`config.mk`:
```
export PLATFORM = sky130hd
export DESIGN_NAME = demux1an_param_rr
export DESIGN_NICKNAME = d
export VERILOG_FILES = /design/src/rtl/demux_pkg.sv /design/src/rtl/demux_lane_reg.sv /design/src/rtl/demux1an_param_rr.sv
export SDC_FILE = /design/constraint.sdc
export NUM_CORES = 1
export LEC_CHECK = 0
export CORE_UTILIZATION = 36
export CTS_CLUSTER_SIZE = 24
export DETAILED_ROUTE_END_ITERATION = 10
export GPL_ROUTABILITY_DRIVEN = 0
export PLACE_DENSITY = 0.7
export SLEW_MARGIN = 20
export SYNTH_ARGS = -nofsm -noshare
export SYNTH_HDL_FRONTEND = slang
export SYNTH_SLANG_ARGS = --single-unit
```
`constraint.sdc`:
```
create_clock -name clk_2f -period 1.3 [get_ports clk_2f]
set_clock_uncertainty 0.2 [all_clocks]
set_input_delay 0.195 -clock clk_2f [delete_from_list [all_inputs] [get_ports clk_2f]]
set_output_delay 0.195 -clock clk_2f [all_outputs]
set_load 0.02 [all_outputs]
```
`src/rtl/demux_pkg.sv`:
```
// Shared definitions for the parametrised 1:N round-robin / explicit-select demux.
package demux_pkg;

  localparam int MODE_RR  = 0;
  localparam int MODE_SEL = 1;

  // Lane-select width: ceil(log2(n)), never narrower than one bit.
  function automatic int sel_width(input int n);
    int w;
    w = 0;
    for (int i = 0; i < 31; i++) begin
      if ((1 << i) < n) w = i + 1;
    end
    return (w < 1) ? 1 : w;
  endfunction

endpackage

```
`src/rtl/demux_lane_reg.sv`:
```
// One output lane: a single-word holding register with valid/ready handshake.
module demux_lane_reg #(
  parameter int DATA_W = 8
) (
  input  logic              clk_2f,
  input  logic              reset,
  input  logic              load,
  input  logic [DATA_W-1:0] load_data,
  input  logic              ready_out,
  output logic              valid_out,
  output logic [DATA_W-1:0] data_out,
  output logic              free
);

  logic              valid_reg;
  logic              valid_next;
  logic [DATA_W-1:0] data_reg;
  logic [DATA_W-1:0] data_next;

  // A draining lane counts as free so it can reload without a bubble.
  assign free      = !valid_reg || ready_out;
  assign valid_out = valid_reg;
  assign data_out  = data_reg;

  always_comb begin
    valid_next = valid_reg;
    data_next  = data_reg;
    if (load) begin
      valid_next = 1'b1;
      data_next  = load_data;
    end else if (valid_reg && ready_out) begin
      // Data is left in place after a drain; only the valid flag drops.
      valid_next = 1'b0;
    end
  end

  always_ff @(posedge clk_2f) begin
    if (reset) begin
      valid_reg <= 1'b0;
      data_reg  <= '0;
    end else begin
      valid_reg <= valid_next;
      data_reg  <= data_next;
    end
  end

endmodule

```
`src/rtl/demux1an_param_rr.sv`:
```
// 1:NUM_OUT stream demux with per-lane holding registers; lanes chosen round-robin
// (MODE_RR) or by sel_in (MODE_SEL).
module demux1an_param_rr
  import demux_pkg::*;
#(
  parameter  int DATA_W  = 8,
  parameter  int NUM_OUT = 2,
  parameter  int MODE    = MODE_RR,
  localparam int SEL_W   = sel_width(NUM_OUT)
) (
  input  logic                      clk_2f,
  input  logic                      reset,
  input  logic                      valid_in,
  input  logic [DATA_W-1:0]         data_in,
  input  logic [SEL_W-1:0]          sel_in,
  output logic                      ready_in,
  output logic [NUM_OUT-1:0]        valid_out,
  output logic [NUM_OUT*DATA_W-1:0] data_out,
  input  logic [NUM_OUT-1:0]        ready_out,
  output logic [SEL_W-1:0]          ptr_out,
  output logic                      err_sel
);

  localparam logic [SEL_W:0]   LANE_LIMIT = (SEL_W+1)'(NUM_OUT);
  localparam logic [SEL_W-1:0] PTR_LAST   = SEL_W'(NUM_OUT - 1);

  logic [SEL_W-1:0]   ptr_reg;
  logic [SEL_W-1:0]   ptr_next;
  logic               err_reg;
  logic               err_next;
  logic [SEL_W-1:0]   target;
  logic               target_ok;
  logic               target_free;
  logic               accept;
  logic [NUM_OUT-1:0] lane_hit;
  logic [NUM_OUT-1:0] load;
  logic [NUM_OUT-1:0] free;

  assign target      = (MODE == MODE_SEL) ? sel_in : ptr_reg;
  // Extra MSB so the range test stays valid when NUM_OUT is a power of two.
  assign target_ok   = ({1'b0, target} < LANE_LIMIT);
  assign target_free = |(lane_hit & free);
  assign ready_in    = !reset && target_ok && target_free;
  assign accept      = valid_in && ready_in;

  for (genvar gi = 0; gi < NUM_OUT; gi++) begin : g_lane
    assign lane_hit[gi] = (target == SEL_W'(gi));
    assign load[gi]     = accept && lane_hit[gi];

    demux_lane_reg #(
      .DATA_W(DATA_W)
    ) u_lane (
      .clk_2f   (clk_2f),
      .reset    (reset),
      .load     (load[gi]),
      .load_data(data_in),
      .ready_out(ready_out[gi]),
      .valid_out(valid_out[gi]),
      .data_out (data_out[gi*DATA_W +: DATA_W]),
      .free     (free[gi])
    );
  end

  always_comb begin
    ptr_next = ptr_reg;
    err_next = 1'b0;
    if (MODE == MODE_SEL) begin
      ptr_next = '0;
      err_next = valid_in && !target_ok;
    end else if (accept) begin
      // Pointer only moves on an accepted word, so a stall never skips a lane.
      ptr_next = (ptr_reg == PTR_LAST) ? '0 : ptr_reg + 1'b1;
    end
  end

  always_ff @(posedge clk_2f) begin
    if (reset) begin
      ptr_reg <= '0;
      err_reg <= 1'b0;
    end else begin
      ptr_reg <= ptr_next;
      err_reg <= err_next;
    end
  end

  assign ptr_out = ptr_reg;
  assign err_sel = err_reg;

endmodule

```
# Word level (Yosys, flattened, before mapping)
# Index checks and enable logic that the tools add are counted.
classes:
  mux: 5
  add_sub_neg: 1
  bitwise_logic: 2
  reduce_logical: 14
op_table:
  columns: ["op", "n"]
  rows:
  - ["$logic_and 1x1->1", 6]
  - ["$mux 1", 5]
  - ["$reduce_bool 2->1", 2]
  - ["$logic_not 1->1", 3]
  - ["$and 2x2->2", 1]
  - ["$logic_or 1x1->1", 2]
  - ["$reduce_or 2->1", 1]
  - ["$add 1x1->1 const B", 1]
  - ["$not 1->1", 1]
totals:
  wordCells: 27
  inputBits: 14
  output_inout_bits: 21
  regBits: 19

# Depth between registers and ports, before layout
# Gate-level depths: netlist of the first run.
depth:
  ltp_word: 8
  depth_mapped: 4
  ltp_nobuf: 3

# Hierarchy
# A second synthesis of the first run with hierarchy kept.
unflattened:
  hier_cells: 70
  area_unflattened_um2: 718.2
modules_own_cells:
  columns: ["module", "cells_each", "instances", "area_per_inst_um2", "seq_area_each_um2"]
  rows:
  - ["demux_lane_reg", 30, 2, 321.6, 180.2]
  - ["demux1an_param_rr", 10, 1, 75.1, 20.0]

# Worst setup path after synthesis of the first run
# No wires, ideal clock.
synth_path:
  path_kind: "flip-flop to output port"
  from: "reg ptr_reg, in the netlist ptr_out"
  to: "out ready_in"
  setup_slack_ps: -285
  arrival_ps: 1190
  path_stages_with_launch: 3
  path_buffers: 0
  required_time_ps: 905
  path_cell_list: "dfxtp_1 > nor2_1 > a211oi_1"
synth_via:
  elab_chain_len: 4
synth_lines:
  columns: ["item", "line_no", "source"]
  rows:
  - ["start, declared", "demux1an_param_rr.sv:27", "logic [SEL_W-1:0] ptr_reg;"]
  - ["start signal, assigned", "demux1an_param_rr.sv:81", "ptr_reg <= ptr_next;"]
  - ["$not 1->1", "demux1an_param_rr.sv:47", "assign lane_hit[gi] = (target == SEL_W'(gi));"]
  - ["$and 2x2->2 (*)", "demux1an_param_rr.sv:42", "assign target_free = |(lane_hit & free);"]
  - ["$reduce_or 2->1 (*)", "demux1an_param_rr.sv:42", null]
  - ["$logic_and 1x1->1 (*)", "demux1an_param_rr.sv:43", "assign ready_in = !reset && target_ok && target_free;"]
  - ["end, declared", "demux1an_param_rr.sv:16", "output logic ready_in,"]
# Every way passes the cells marked *; elsewhere a longest branch is shown, timed or not.

# Worst setup path in the final report of the first run
layout_path:
  from: "reg g_lane[1].u_lane.valid_reg"
  to: "out ready_in"
layout_via:
  elab_chain_len: 5
layout_lines:
  columns: ["item", "line_no", "source"]
  rows:
  - ["start, declared", "demux_lane_reg.sv:15", "logic valid_reg;"]
  - ["start signal, assigned", "demux_lane_reg.sv:42", "valid_reg <= valid_next;"]
  - ["$logic_not 1->1", "demux_lane_reg.sv:21", "assign free = !valid_reg || ready_out;"]
  - ["$logic_or 1x1->1", "demux_lane_reg.sv:21", null]
  - ["$and 2x2->2", "demux1an_param_rr.sv:42", null]
  - ["$reduce_or 2->1", "demux1an_param_rr.sv:42", null]
  - ["$logic_and 1x1->1", "demux1an_param_rr.sv:43", null]
# Every way passes these cells.

==> flow_summary_export.csv, run 1 <==
group,metric,value,unit
pwr,sw_frac_of_total,28.5,%
sta,holdWs,0.203,ns
yosys,synthCells,84,
clocking,clk-insertion-delay-late,0.30,ns
min_path,holdPathEnd,"g_lane[0].u_lane.valid_out",
pwr,internal_power,857,µW
clocking,clk_pin_slew_worst_paths,0.11,ns
yosys,synth_fp_nets,98,
layout,antennaDiodeCount,0,
yosys,netlist_area,803,µm²
critical_path,reg2reg_to,"g_lane[0].u_lane.data_out[4]",
placed_design,post-place-ws,-0.761,ns
pwr,leakage,0.607,nW
global_routing,grt_pass1_wl,3530,µm
min_path,whs_path_depth,3,
clocking,cts_htree_levels,1,
critical_path,worstPathArrival,1.12,ns
pwr,p_seq_share,52.5,%
global_routing,antenna_found_initial,0,
die,die_y,49.2,µm
sta,fmax,659,MHz
clocking,clockBufferDepth,2,
global_routing,grt_pass1_vias,738,
min_path,min-delay-start,"reset",
die,num_io_pins,35,
die,dieArea,2420,µm²
clocking,cts_tree,"done",
critical_path,cp-end-kind,"primary output",
pwr,peakVddDrop,0.593,mV
critical_path,cp_cell_sequence,"nor2b_4 > a211oi_2 > buf_4",
clocking,root_buffer,"clkbuf_4",
die,initial_core_util,39.7,%
sta,hold_viol,0,
critical_path,path_max_fanout,2,
job,drv_cap,0,
yosys,synth_warnings,0,
yosys,yosysMostFrequentCell,"dfxtp_1",
yosys,yosysTopAreaCell,"dfxtp_1",
layout,drive_above_1_share,51.5,%
route,routed_wl,2390,µm
layout,finalInstanceArea,1320,µm²
sta,final-max-slew-violation-count,0,
pwr,power_frac_comb,22.5,%
yosys,synth-seq-cells,19,
route,drt-initial-drc-count,22,
placed_design,place_area,1200,µm²
route,ant_nets,0,
die,die_w,49.2,µm
critical_path,criticalPathCategory,"register to primary output",
critical_path,r2r_slack,-0.18,ns
critical_path,r2r-start,"ptr_out",
global_routing,grt_usage,19.2,%
route,vias_per_cell,5.32,
pwr,p_clk_share,25.0,%
sta,tns,-2.11,ns
min_path,hold_class,"primary input to register",
critical_path,slowest_stage,"dfxtp_2",
critical_path,rr_worst_depth,6,
sta,rsz0062_at_grt,"true",
clocking,clock_sinks,19,
route,drtPass1Iterations,7,
route,wl_per_cell,15.2,µm
yosys,synth_cell_types,20,
yosys,ys_async_sr_fraction,0,%
layout,post-route-util,65.0,%
sta,timing.final.ws_setup,-0.217,ns
route,num_vias,836,
critical_path,critPathRequiredTime,0.90,ns
critical_path,cpPeakStageDelay,0.34,ns
pwr,power.switching,342,µW
yosys,postSynthAreaPerCell,9.56,µm²
route,drcViolationCount,0,
pwr,power_density,912,nW/µm²
sta,finalCritPeriodShare,117,%
placed_design,dpl.hpwl,1450,µm
outcome,violations,"setup timing",
critical_path,crit_family,"flip-flops",
critical_path,start_kind,"register",
critical_path,cp_num_cells,3,
global_routing,grt_max_degree,12,
outcome,status,"finished with violations",
die,fp-row-count,16,
yosys,synth_seq_area_share,47.4,%
layout,areaGrowthSynthToFinish,63.7,%
yosys,synth_area_leaders,"dfxtp_1 47%, a31o_1 8.7%, o311ai_0 8.7%, and3_2 7.5%, nand3_1 5.0%",
placed_design,port_buffers,32,
critical_path,cp.buffers_inverters,1,
yosys,synth-main-ff-cell,"dfxtp_1",
clocking,numCtsBuffers,3,
sta,setup_viol,19,
die,coreArea,2020,µm²
global_routing,grt_overflow_total,0,
sta,final.min_clock_period,1.52,ns
layout,nets,145,
yosys,netlist.area_leader.share,47.4,%
yosys,synth_edf_count,0,
registers in the layout (all words and copies together) (netlist names):
register,cells
ptr_out,1
g_lane.u_lane.data_out,16
g_lane.u_lane.valid_out,2
power by group through the flow:
stage	Combinational, mW	Clock (mW)	Sequential, mW
floorplan	0.0782	0	0.675
detailed placement	0.246	0	0.641
global placement	0.244	0	0.639
CTS	0.247	0.310	0.629
finish	0.270	0.300	0.629
global route	0.286	0.347	0.633
worst max path at each step:
stage                                from  endpoint  slack, ns
2_1_floorplan  g_lane[1].u_lane.valid_out  ready_in      -0.09
6_report       g_lane[1].u_lane.valid_out  ready_in      -0.22
4_1_cts        g_lane[1].u_lane.valid_out  ready_in      -0.25
3_3_place_gp                 ready_out[0]  ready_in      -0.71
3_5_place_dp                 ready_out[0]  ready_in      -0.76
5_1_grt        g_lane[1].u_lane.valid_out  ready_in      -0.29
layout by cell type, fill, tap and decap left out, drive strengths merged:
cell and instances:
buf 35, dfxtp 19, nand2 10, clkdlybuf4s50 9, a31o 8, nand3 8, and3 8, o311ai 8
clkbuf 3, nor2 3, and3b 2, inv 2, clkinvlp 2, a21oi 2, dlygate4sd2 2, nand2b 2
nor2b 1, a211oi 1, nor3b 1, o21ai 1, conb 1, clkinv 1, dlymetal6s2s 1
timing repair:
item,4_1_cts,5_1_grt
cloned,2,1
endpoints found under the setup margin,38,25
hold buffers,0,0
resized for setup,102,22
pin swaps,13,5
buffers inserted,2,3
stage by stage:
stage | power (mW) | cells
2_1_floorplan | 0.754 | 84
3_3_place_gp | 0.883 | 146
3_5_place_dp | 0.886 | 146
4_1_cts | 1.18 | 154
5_1_grt | 1.27 | 157
6_report | 1.20 | 157
cells by family after synthesis:
kind of cell    share of synthesized area, %
compound gates                          20.2
buf+inv                                 7.01
flops                                   47.4
other cells                            0.467
simple gates                            24.9
tightest hold or removal path, stage by stage:
cell and delay [ns]:
dlygate4sd2_1 0.26, buf_6 0.18, a21oi_2 0.04
final cells by class:
type | count | area, µm²
Inverter | 3 | 15.0
Multi-Input combinational cell | 56 | 477
Fill cell | 176 | 707
Tap cell | 27 | 33.8
Sequential cell | 19 | 387
Timing Repair Buffer | 47 | 368
Clock inverter | 1 | 5.00
Clock buffer | 3 | 22.5
Timing Repair inverter | 1 | 7.51
per-layer routing:
layer  part of all wire [%]  wire (µm)  global-route usage, %  vias to the layer above
met5                      0          0                      0                        -
met4                   0.92         22                   7.35                        0
met3                    3.6         86                   4.67                        2
met2                     54       1280                   34.0                       24
met1                     42        999                   21.9                      403
li1                       -          -                      -                      407
(Power assumes the default switching activity.)
==> inputs of run 2 (changes only) <==
CORE_UTILIZATION = 40   (was 36)
PLACE_DENSITY = 0.74   (was 0.7)
clock period = 1.55 ns   (was 1.3 ns; I/O delays follow)
==> run 2 against run 1 <==
The run still ends with setup timing left. Critical path type unchanged. Non-clock buffer count fell by 7. Sequential cell count did not move. Highest routed layer unchanged. Hold slack improved by 0.016 ns. Sequential share of layout area rose by 2.6 points. Sequential power fell by 16%. Final cell count fell by 7.6%. Global-route usage fell by 0.092 points. Die area fell by 9.6%. Largest cell class unchanged.
==> flow_summary_export.csv, run 2 (same netlist as run 1, synthesis figures left out) <==
group,metric,value,unit
critical_path,start_kind,"register",
die,die_w,46.8,µm
route,ant_nets,0,
placed_design,port_buffers,32,
route,routed_wl,1920,µm
layout,multiInputGateArea,387,µm²
sta,fmax,643,MHz
sta,timing.final.ws_setup,-0.00597,ns
pwr,leakage,0.611,nW
layout,finalInstanceArea,1200,µm²
clocking,cts_htree_levels,1,
critical_path,cp.buffers_inverters,1,
sta,hold_viol,0,
critical_path,cpPeakStageDelay,0.33,ns
layout,final-seq-area,384,µm²
layout,areaGrowthSynthToFinish,49.2,%
sta,final-max-slew-violation-count,0,
layout,largest_reg_flops,16,
critical_path,critPathRequiredTime,1.12,ns
layout,drive_above_1_share,24.2,%
sta,rsz0062_at_grt,"true",
route,num_vias,773,
layout,stdcell_count,145,
placed_design,placedCellCount,141,
critical_path,crit_end,"ready_in",
clocking,cts_tree,"done",
sta,setup_viol,1,
critical_path,reg2reg_to,"g_lane[0].u_lane.data_out[5]",
global_routing,antenna_found_initial,0,
critical_path,crit_start,"g_lane[1].u_lane.valid_out",
clocking,clk_pin_slew_worst_paths,0.10,ns
global_routing,grt_pass1_wl,2950,µm
outcome,violations,"setup timing",
critical_path,cp_num_cells,3,
clocking,numCtsBuffers,3,
pwr,p_total,958,µW
critical_path,criticalPathCategory,"register to primary output",
clocking,root_buffer,"clkbuf_4",
pwr,power_density,799,nW/µm²
critical_path,cp-end-kind,"primary output",
route,drtPass1Iterations,4,
die,fp-row-count,15,
die,num_io_pins,35,
critical_path,crit_family,"flip-flops",
clocking,clock_sinks,19,
clocking,post_cts_buffers,0,
clocking,clk-insertion-delay-late,0.29,ns
job,drv_cap,0,
critical_path,r2r-start,"ptr_out",
route,wl_per_cell,13.2,µm
die,die_y,46.8,µm
placed_design,place_area,1170,µm²
die,initial_core_util,44.6,%
clocking,hold_buffers,0,
critical_path,rr_worst_depth,5,
layout,antennaDiodeCount,0,
min_path,hold_class,"primary input to register",
outcome,status,"finished with violations",
critical_path,worstPathArrival,1.12,ns
route,drt-initial-drc-count,12,
critical_path,path_max_fanout,2,
global_routing,grt_max_degree,17,
global_routing,grt_usage,19.1,%
clocking,clockBufferDepth,2,
layout,nets,135,
sta,holdWs,0.219,ns
route,drcViolationCount,0,
placed_design,dpl.hpwl,1400,µm
route,vias_per_cell,5.33,
layout,fillers,173,
placed_design,post-place-ws,-0.557,ns
layout,final_cell_mix,"19 x dlygate4sd2_1, 16 x dfxtp_1, 10 x clkdlybuf4s50_1",
global_routing,grt_pass1_vias,694,
layout,mostFrequentLayoutCell,"dlygate4sd2_1",
global_routing,grt_overflow_total,0,
sta,finalCritPeriodShare,100,%
critical_path,r2r_slack,0.09,ns
critical_path,cp_cell_sequence,"nor2b_4 > a211oi_2 > buf_4",
die,dieArea,2190,µm²
pwr,peakVddDrop,0.446,mV
die,coreArea,1800,µm²
sta,final.min_clock_period,1.56,ns
critical_path,slowest_stage,"dfxtp_2",
[run 2: area by class of cell]
cell class	instances	area share, %
multi-input combinational	54	32.3
sequential	19	32.0
timing repair buffer	40	30.0
tap	25	2.61
clock buffer	4	2.19
inverter	3	0.939
[run 2: where the power goes]
part | switching, mW | internal [mW]
registers | 0.0134 | 0.514
clock network | 0.145 | 0.0999
logic | 0.0940 | 0.0913
[run 2: metrics by stage]
step / utilization (%) / TNS [ns]
5_1_grt: 66.5 / -0.0915
3_3_place_gp: 65.2 / -4.03
4_1_cts: 65.6 / -0.0536
3_5_place_dp: 65.2 / -4.33
6_report: 66.5 / -0.00597
2_1_floorplan: - / 0
[run 2: routing by layer]
metal / GRT usage (%) / part of all wire (%)
met5: 0 / 0
met2: 32.5 / 52
met3: 3.85 / 5.0
met4: 6.86 / 0.78
met1: 24.0 / 42
[run 2: worst min-delay path by stage]
stage | from | endpoint | slack (ns) | cells past startpoint
CTS | g_lane[0].u_lane.data_out[0] | g_lane[0].u_lane.data_out[0] | 0.28 | 1
finish | ready_out[0] | g_lane[0].u_lane.valid_out | 0.22 | 4
floorplan | reset | g_lane[0].u_lane.valid_out | 0.10 | 1
detailed placement | g_lane[0].u_lane.data_out[0] | g_lane[0].u_lane.data_out[0] | 0.26 | 1
global placement | g_lane[0].u_lane.data_out[1] | g_lane[0].u_lane.data_out[1] | 0.26 | 1
global route | ready_out[0] | g_lane[0].u_lane.valid_out | 0.24 | 4
[run 2: timing repair]
item | in CTS | in global routing
gates resized for setup | 25 | 7
pin swaps | 1 | 1
endpoints found under the setup margin | 20 | 4
[run 2: worst register-to-register path, cell delays in order, from the launching register on]
cell and delay (ns):
dfxtp_2 0.36, buf_4 0.15, nor3b_4 0.27, buf_4 0.17, and3_2 0.17, a31o_1 0.09
